[config.mk]
export PLATFORM = sky130hd
export DESIGN_NAME = spi_master_controller
export DESIGN_NICKNAME = d
export VERILOG_FILES = /design/src/rtl/spi_master_controller.sv
export SDC_FILE = /design/constraint.sdc
export NUM_CORES = 1
export LEC_CHECK = 0
export ABC_AREA = 1
export BUFFER_PORTS_ARGS = -buffer_cell sky130_fd_sc_hd__buf_2
export CAP_MARGIN = 20
export CELL_PAD_IN_SITES_DETAIL_PLACEMENT = 0
export CELL_PAD_IN_SITES_GLOBAL_PLACEMENT = 2
export CORE_MARGIN = 5
export CORE_UTILIZATION = 33
export CTS_CLUSTER_DIAMETER = 40
export DETAILED_ROUTE_END_ITERATION = 10
export PLACE_DENSITY = 0.79
export RECOVER_POWER = 50
export SLEW_MARGIN = 0
export SYNTH_ARGS = -nofsm -noshare
export SYNTH_HDL_FRONTEND = slang
export SYNTH_SLANG_ARGS = --single-unit
[constraint.sdc]
create_clock -name clk_i -period 2.9 [get_ports clk_i]
set_input_delay 0.725 -clock clk_i [delete_from_list [all_inputs] [get_ports clk_i]]
set_output_delay 0.725 -clock clk_i [all_outputs]
set_load 0.05 [all_outputs]
[src/rtl/spi_master_controller.sv]
// -----------------------------------------------------------------------------
// spi_master_controller
//
// Sequencing engine for the SPI byte transmitter. It divides clk_i down to
// SCLK, drives the per-slave active-low chip selects, issues the load and
// per-bit shift pulses to the external transmitter, and assembles the MISO
// bits into a received byte.
//
// Ports:
//   clk_i, rst_i        system clock, asynchronous active-high reset
//   start_i             start one byte transfer (accepted only when idle)
//   data_i, slave_i,
//   hold_cs_i, clk_div_i  per-transfer settings, sampled with start_i
//   cpol_i, cpha_i,
//   bit_order_i         SPI mode and bit order, static while busy_o is high
//   spi_miso_i          serial data from the slave
//   spi_sclk_o          SPI clock (idles at cpol_i)
//   spi_cs_n_o          active-low chip selects, one per slave
//   tx_transmit_o       one-cycle load pulse to the transmitter
//   tx_shift_o          one-cycle shift pulse to the transmitter
//   tx_data_o           byte presented to the transmitter
//   rx_data_o           received byte
//   rx_valid_o          one-cycle pulse when rx_data_o is updated
//   busy_o              transfer in progress
// -----------------------------------------------------------------------------
package spi_master_pkg;
    typedef enum logic {
        MSB_FIRST = 1'b0,
        LSB_FIRST = 1'b1
    } bit_order_t;
endpackage

module spi_master_controller
    import spi_master_pkg::*;
#(
    parameter int  DIVIDER_WIDTH = 16,
    parameter int  SLAVES        = 4,
    localparam int SEL_W         = (SLAVES > 1) ? $clog2(SLAVES) : 1
) (
    input  logic                     clk_i,
    input  logic                     rst_i,
    input  logic                     start_i,
    input  logic [7:0]               data_i,
    input  logic [SEL_W-1:0]         slave_i,
    input  logic                     hold_cs_i,
    input  logic [DIVIDER_WIDTH-1:0] clk_div_i,
    input  logic                     cpol_i,
    input  logic                     cpha_i,
    input  bit_order_t               bit_order_i,
    input  logic                     spi_miso_i,
    output logic                     spi_sclk_o,
    output logic [SLAVES-1:0]        spi_cs_n_o,
    output logic                     tx_transmit_o,
    output logic                     tx_shift_o,
    output logic [7:0]               tx_data_o,
    output logic [7:0]               rx_data_o,
    output logic                     rx_valid_o,
    output logic                     busy_o
);

    typedef enum logic [1:0] {
        IDLE     = 2'd0,
        SETUP    = 2'd1,
        TRANSFER = 2'd2,
        HOLD     = 2'd3
    } state_t;

    state_t                   state_r;
    logic [DIVIDER_WIDTH-1:0] div_r;
    logic [DIVIDER_WIDTH-1:0] cnt_r;
    logic [3:0]               edge_cnt_r;
    logic                     toggle_r;
    logic                     hold_cs_r;
    logic                     sample_pend_r;
    logic [7:0]               rx_shift_r;
    logic [SLAVES-1:0]        cs_n_r;
    logic                     tx_transmit_r;
    logic                     tx_shift_r;
    logic [7:0]               tx_data_r;
    logic [7:0]               rx_data_r;
    logic                     rx_valid_r;
    logic                     busy_r;

    logic [4:0]               edge_num_s;
    logic                     sample_s;
    logic                     shift_s;
    logic [7:0]               rx_shifted_s;
    logic [7:0]               rx_next_s;

    // Active-low one-hot select; an index beyond the last slave selects nothing.
    function automatic logic [SLAVES-1:0] cs_decode(input logic [SEL_W-1:0] idx);
        logic [SLAVES-1:0] cs_n;
        cs_n = {SLAVES{1'b1}};
        for (int i = 0; i < SLAVES; i++) begin
            if (idx == SEL_W'(i)) begin
                cs_n[i] = 1'b0;
            end else begin
                cs_n[i] = 1'b1;
            end
        end
        return cs_n;
    endfunction

    // Classify the SCLK edge about to be produced: sample or shift, per CPHA.
    always_comb begin
        edge_num_s = {1'b0, edge_cnt_r} + 5'd1;
        sample_s   = 1'b0;
        shift_s    = 1'b0;
        if (cpha_i == 1'b0) begin
            // Odd edges lead: sample there, shift on trailing edges 2..14.
            sample_s = edge_num_s[0];
            shift_s  = !edge_num_s[0] && (edge_num_s <= 5'd14);
        end else begin
            // Bit 0 comes from the load, so shifting starts at leading edge 3.
            sample_s = !edge_num_s[0];
            shift_s  = edge_num_s[0] && (edge_num_s >= 5'd3);
        end
    end

    // MISO is captured in the cycle the SCLK edge is visible on the pin.
    always_comb begin
        rx_shifted_s = 8'h00;
        if (bit_order_i == LSB_FIRST) begin
            rx_shifted_s = {spi_miso_i, rx_shift_r[7:1]};
        end else begin
            rx_shifted_s = {rx_shift_r[6:0], spi_miso_i};
        end
        if (sample_pend_r) begin
            rx_next_s = rx_shifted_s;
        end else begin
            rx_next_s = rx_shift_r;
        end
    end

    // Transfer sequencer: SETUP, 16 SCLK edges, HOLD, all paced by the divider.
    always_ff @(posedge clk_i or posedge rst_i) begin
        if (rst_i) begin
            state_r       <= IDLE;
            div_r         <= '0;
            cnt_r         <= '0;
            edge_cnt_r    <= 4'd0;
            toggle_r      <= 1'b0;
            hold_cs_r     <= 1'b0;
            sample_pend_r <= 1'b0;
            rx_shift_r    <= 8'h00;
            cs_n_r        <= {SLAVES{1'b1}};
            tx_transmit_r <= 1'b0;
            tx_shift_r    <= 1'b0;
            tx_data_r     <= 8'h00;
            rx_data_r     <= 8'h00;
            rx_valid_r    <= 1'b0;
            busy_r        <= 1'b0;
        end else begin
            tx_transmit_r <= 1'b0;
            tx_shift_r    <= 1'b0;
            rx_valid_r    <= 1'b0;
            sample_pend_r <= 1'b0;
            rx_shift_r    <= rx_next_s;
            case (state_r)
                IDLE: begin
                    toggle_r <= 1'b0;
                    if (start_i) begin
                        div_r         <= clk_div_i;
                        hold_cs_r     <= hold_cs_i;
                        tx_data_r     <= data_i;
                        tx_transmit_r <= 1'b1;
                        busy_r        <= 1'b1;
                        cnt_r         <= '0;
                        edge_cnt_r    <= 4'd0;
                        rx_shift_r    <= 8'h00;
                        // Same slave keeps its select low; another slave swaps in one cycle.
                        cs_n_r        <= cs_decode(slave_i);
                        state_r       <= SETUP;
                    end else if (!hold_cs_r) begin
                        // Release lands on the first idle cycle, after the rx_valid pulse.
                        cs_n_r <= {SLAVES{1'b1}};
                    end else begin
                        cs_n_r <= cs_n_r;
                    end
                end
                SETUP: begin
                    if (cnt_r == div_r) begin
                        cnt_r   <= '0;
                        state_r <= TRANSFER;
                    end else begin
                        cnt_r <= cnt_r + DIVIDER_WIDTH'(1);
                    end
                end
                TRANSFER: begin
                    if (cnt_r == div_r) begin
                        cnt_r         <= '0;
                        toggle_r      <= ~toggle_r;
                        edge_cnt_r    <= edge_cnt_r + 4'd1;
                        sample_pend_r <= sample_s;
                        tx_shift_r    <= shift_s;
                        if (edge_cnt_r == 4'd15) begin
                            state_r <= HOLD;
                        end else begin
                            state_r <= TRANSFER;
                        end
                    end else begin
                        cnt_r <= cnt_r + DIVIDER_WIDTH'(1);
                    end
                end
                HOLD: begin
                    if (cnt_r == div_r) begin
                        cnt_r      <= '0;
                        rx_data_r  <= rx_next_s;
                        rx_valid_r <= 1'b1;
                        busy_r     <= 1'b0;
                        state_r    <= IDLE;
                    end else begin
                        cnt_r <= cnt_r + DIVIDER_WIDTH'(1);
                    end
                end
                default: begin
                    state_r  <= IDLE;
                    toggle_r <= 1'b0;
                    busy_r   <= 1'b0;
                    cs_n_r   <= {SLAVES{1'b1}};
                end
            endcase
        end
    end

    assign spi_sclk_o    = cpol_i ^ toggle_r;
    assign spi_cs_n_o    = cs_n_r;
    assign tx_transmit_o = tx_transmit_r;
    assign tx_shift_o    = tx_shift_r;
    assign tx_data_o     = tx_data_r;
    assign rx_data_o     = rx_data_r;
    assign rx_valid_o    = rx_valid_r;
    assign busy_o        = busy_r;

endmodule
==> metrics.md <==
| Metric | Value |
|---|---|
| Ant diodes | `0` |
| DP HPWL | `approximately 5700 um` |
| CTS Buf Count | `9` |
| CTS tree | `yes` |
| Post-layout nets | `558` |
| FMAX | `471 MHz` |
| DR vias | `2978` |
| Crit Path Class | `in -> async` |
| Wl on met1 | `about 4300 um` |
| Post-CTS Setup Bufs | `0` |
| Antenna Violating Nets Remaining | `0` |
| Die Ht | `between 100 and 150 um` |
| EDFF count, synth | `0` |
| Setup violators final | `0` |
| Dpl cell area | `0.00408 mm2` |
| Instance count on the critical path | `3` |
| Die area | `around 0.013 mm2` |
| R2R cell count | `11` |
| Worst-path clk slew | `0.08 ns` |
| First-pass GRT wire length | `around 14000 um` |
| WL met3 | `between 400 and 500 um` |
| Crit. End Element | `async pin` |
| Yosys cell types | `28` |
| Top-count cell post-synth | `nand2_1` |
| Synth Flop Type | `dfrtp_1` |
| Clock Skew | `between 0.008 and 0.009 ns` |
| Mean Syn Cell Area | `approximately 8.0 um2` |
| # IOs | `between 50 and 60` |
| Critical path required time | `3.00 ns` |
| Core area | `between 0.01 and 0.015 mm2` |
| Top cells by count, synth | `nand2_1, dfrtp_1, inv_1` |
| Endpoints failing hold | `0` |
| DR WL/cell | `12.3 um` |
| Pin count of the biggest net entering global routing | `74` |
| CTS Root Cell | `clkbuf_8` |
| Max Cap Viol | `1` |
| Fin crit share | `0.732` |
| Clock Path Buffers | `2` |
| CTS H-Tree Depth | `3` |
| Sink Count | `73` |
| Crit Reg-Reg Endpoint | `rx_data_o[4]` |
| Post-Syn Instances | `~460` |
| Total Wirelength | `about 8000 um` |
| RSZ-0062 raised after global routing | `false` |
| Syn_nets | `500` |
| Iter 0 DRT Violations | `169` |
| Initial core utilization | `0.337` |
| Critical path's slowest cell | `clkbuf_2` |
| Slowest stage delay, CP | `about 1.3 ns` |
| Leakage power | `2.09 nW` |
| CTS resizes | `0` |
| Crit path max fanout | `73` |
| Share of the synthesized area in the top cell type | `0.473` |
| Cell chain of the critical path | `buf_2, inv_1, clkbuf_2` |
| Yosys warns | `0` |
| Port-buffer cells | `a little under 60` |
| Fin. max-slew vios | `74` |
| Worst-Margin Slew | `1.85 ns` |
| Initial DRT Pass Iterations | `4` |
| Final GP Congestion | `0.750` |
| Vias in the first global route | `a little under 3000` |
| Failing checks | `max-capacitance violations, max-slew violations` |
| Hold Buf Count CTS | `0` |
| CP startpoint | `rst_i` |
| Hold Crit Class | `reg -> reg` |
| Startpoint types | `input port` |
| Layout fillers | `between 1000 and 1500` |
| Total grt overflow | `0` |
| P&R area growth vs syn | `16.2%` |
| CP arrival | `about 2.2 ns` |
| Relative slew margins | `-0.230` |
| CP bufs+invs | `3` |
| Total negative slack | `0 ns` |
| Worst-Skew Late Latency | `~0.35 ns` |
| Final min period | `2.12 ns` |
| Initial antenna violation count | `0` |
| Worst r2r src | `cnt_r[9]` |
| CP delay by family, top | `buffers and inverters` |
| Top Layer Used | `met4` |
| Flops & latches, synth | `73` |
| Post-synth ARST share | `1.00` |
| DR WL met2 | `about 3300 um` |
| Crit path to | `div_r[2]` |
| DR vias/cell | `around 4.5` |
| Num rows | `38` |
| Post-synthesis sequential area ratio | `0.502` |
| Ranking of synthesized cells by area | `dfrtp_1, nand2_1, o21ai_0` |
| Total global-route track usage | `0.130` |
| PnR Total Power | `3.72 mW` |
| Maximum vdd ir drop | `roughly 0.57 mV` |
| Finished Cell Area | `0.00424 mm2` |
| FF-to-FF setup slack | `between 0.7 and 0.8 ns` |
| DRC errors left | `0` |
| Netlist Area Pre-Place | `roughly 0.0036 mm2` |
| Pwr per Cell Area | `between 800 and 900 mW/mm2` |
| Share of layout cells above drive strength 1 | `0.207` |
| Status | `finished, violations left` |
| Top cell type by total area after synthesis | `dfrtp_1` |
| Die W | `115 um` |
report_power, final:
group / switching, mW / total (mW) / internal, mW
registers: 0.175 / 1.47 / 1.29
logic: 1.02 / 1.44 / 0.419
clock network: 0.413 / 0.809 / 0.396
total: 1.61 / 3.72 / 2.11
state kept, by name, indices dropped and copies added, names as in the netlist:
name / count
busy_o: 1
cnt_r: 16
div_r: 16
edge_cnt_r: 4
hold_cs_r: 1
rx_data_o: 8
rx_shift_r: 8
rx_valid_o: 1
sample_pend_r: 1
spi_cs_n_o: 4
state_r: 2
toggle_r: 1
tx_data_o: 8
tx_shift_o: 1
tx_transmit_o: 1
stage by stage:
stage / hold WS, ns / util / cells / setup slack (ns)
final: 0.479 / 0.391 / 661 / 0.777
after global routing: 0.505 / 0.391 / 661 / 0.335
after CTS: 0.465 / 0.394 / 661 / 0.811
after detailed placement: 0.457 / 0.376 / 645 / 0.663
after global placement: 0.458 / 0.376 / 645 / 0.657
after floorplan: 0.449 / - / 458 / 0.328
worst reg2reg max path: cells and delay by family (launching register included):
kind | cells | cell delay [ns]
simple gates | 8 | 1.29
flops | 1 | 0.49
buf+inv | 2 | 0.13
compound gates | 1 | 0.06
cell families after synthesis:
logic type,Yosys count,share of synthesized area
xor+xnor,13,0.0312
flops,73,0.502
fa+ha+maj,8,0.0274
buf+inv,65,0.0710
simple gates,241,0.272
compound gates,58,0.0967
cell usage in the layout, fill, tap and decap left out:
master,netlist,routed
o21ai_2,8,8
nand4_1,4,4
nor3_1,4,4
nand3_1,24,25
clkinv_2,0,2
clkbuf_2,0,1
or2_2,1,1
o21bai_1,1,1
nand3b_1,1,1
bufinv_16,0,1
ha_1,8,8
a41oi_1,4,4
clkinv_4,0,1
inv_1,38,38
dfrtp_1,69,69
nand2_2,5,5
nand2_1,159,160
o21ai_1,2,2
clkinvlp_4,0,3
clkbuf_8,0,9
clkbuf_1,10,3
dfstp_2,4,4
buf_2,0,55
nor2_2,4,3
xor2_1,10,10
inv_2,14,14
buf_4,2,1
o21ai_0,30,30
o22ai_1,12,12
a21oi_1,1,1
nor2_1,37,38
xnor2_1,3,3
layout make-up:
class | count | area (um2) | share of cell area
multi-input cells | 320 | 1540 | 0.364
flip-flops and latches | 73 | 1830 | 0.432
clock buffers | 9 | 124 | 0.0292
well taps | 140 | 175 | 0.0413
clock inverters | 7 | 71.3 | 0.0168
inverters | 52 | 195 | 0.0460
repair buffers | 60 | 299 | 0.0705
routing by layer:
metal / GRT usage / vias up
met2: 0.188 / 54
met4: 0.0305 / 0
met1: 0.190 / 1356
li1: - / 1563
met3: 0.0416 / 5
met5: 0 / -
worst min-delay path by stage:
| stage | startpoint | end | slack [ns] | cells after the start |
|---|---|---|---|---|
| final | tx_data_o[2] | tx_data_o[2] | 0.48 | 2 |
| after global routing | tx_data_o[0] | tx_data_o[0] | 0.50 | 2 |
| after floorplan | hold_cs_r | hold_cs_r | 0.45 | 2 |
| after global placement | busy_o | busy_o | 0.46 | 2 |
| after detailed placement | busy_o | busy_o | 0.46 | 2 |
| after CTS | rst_i | div_r[7] | 0.46 | 3 |
(Power assumes the default switching activity.)
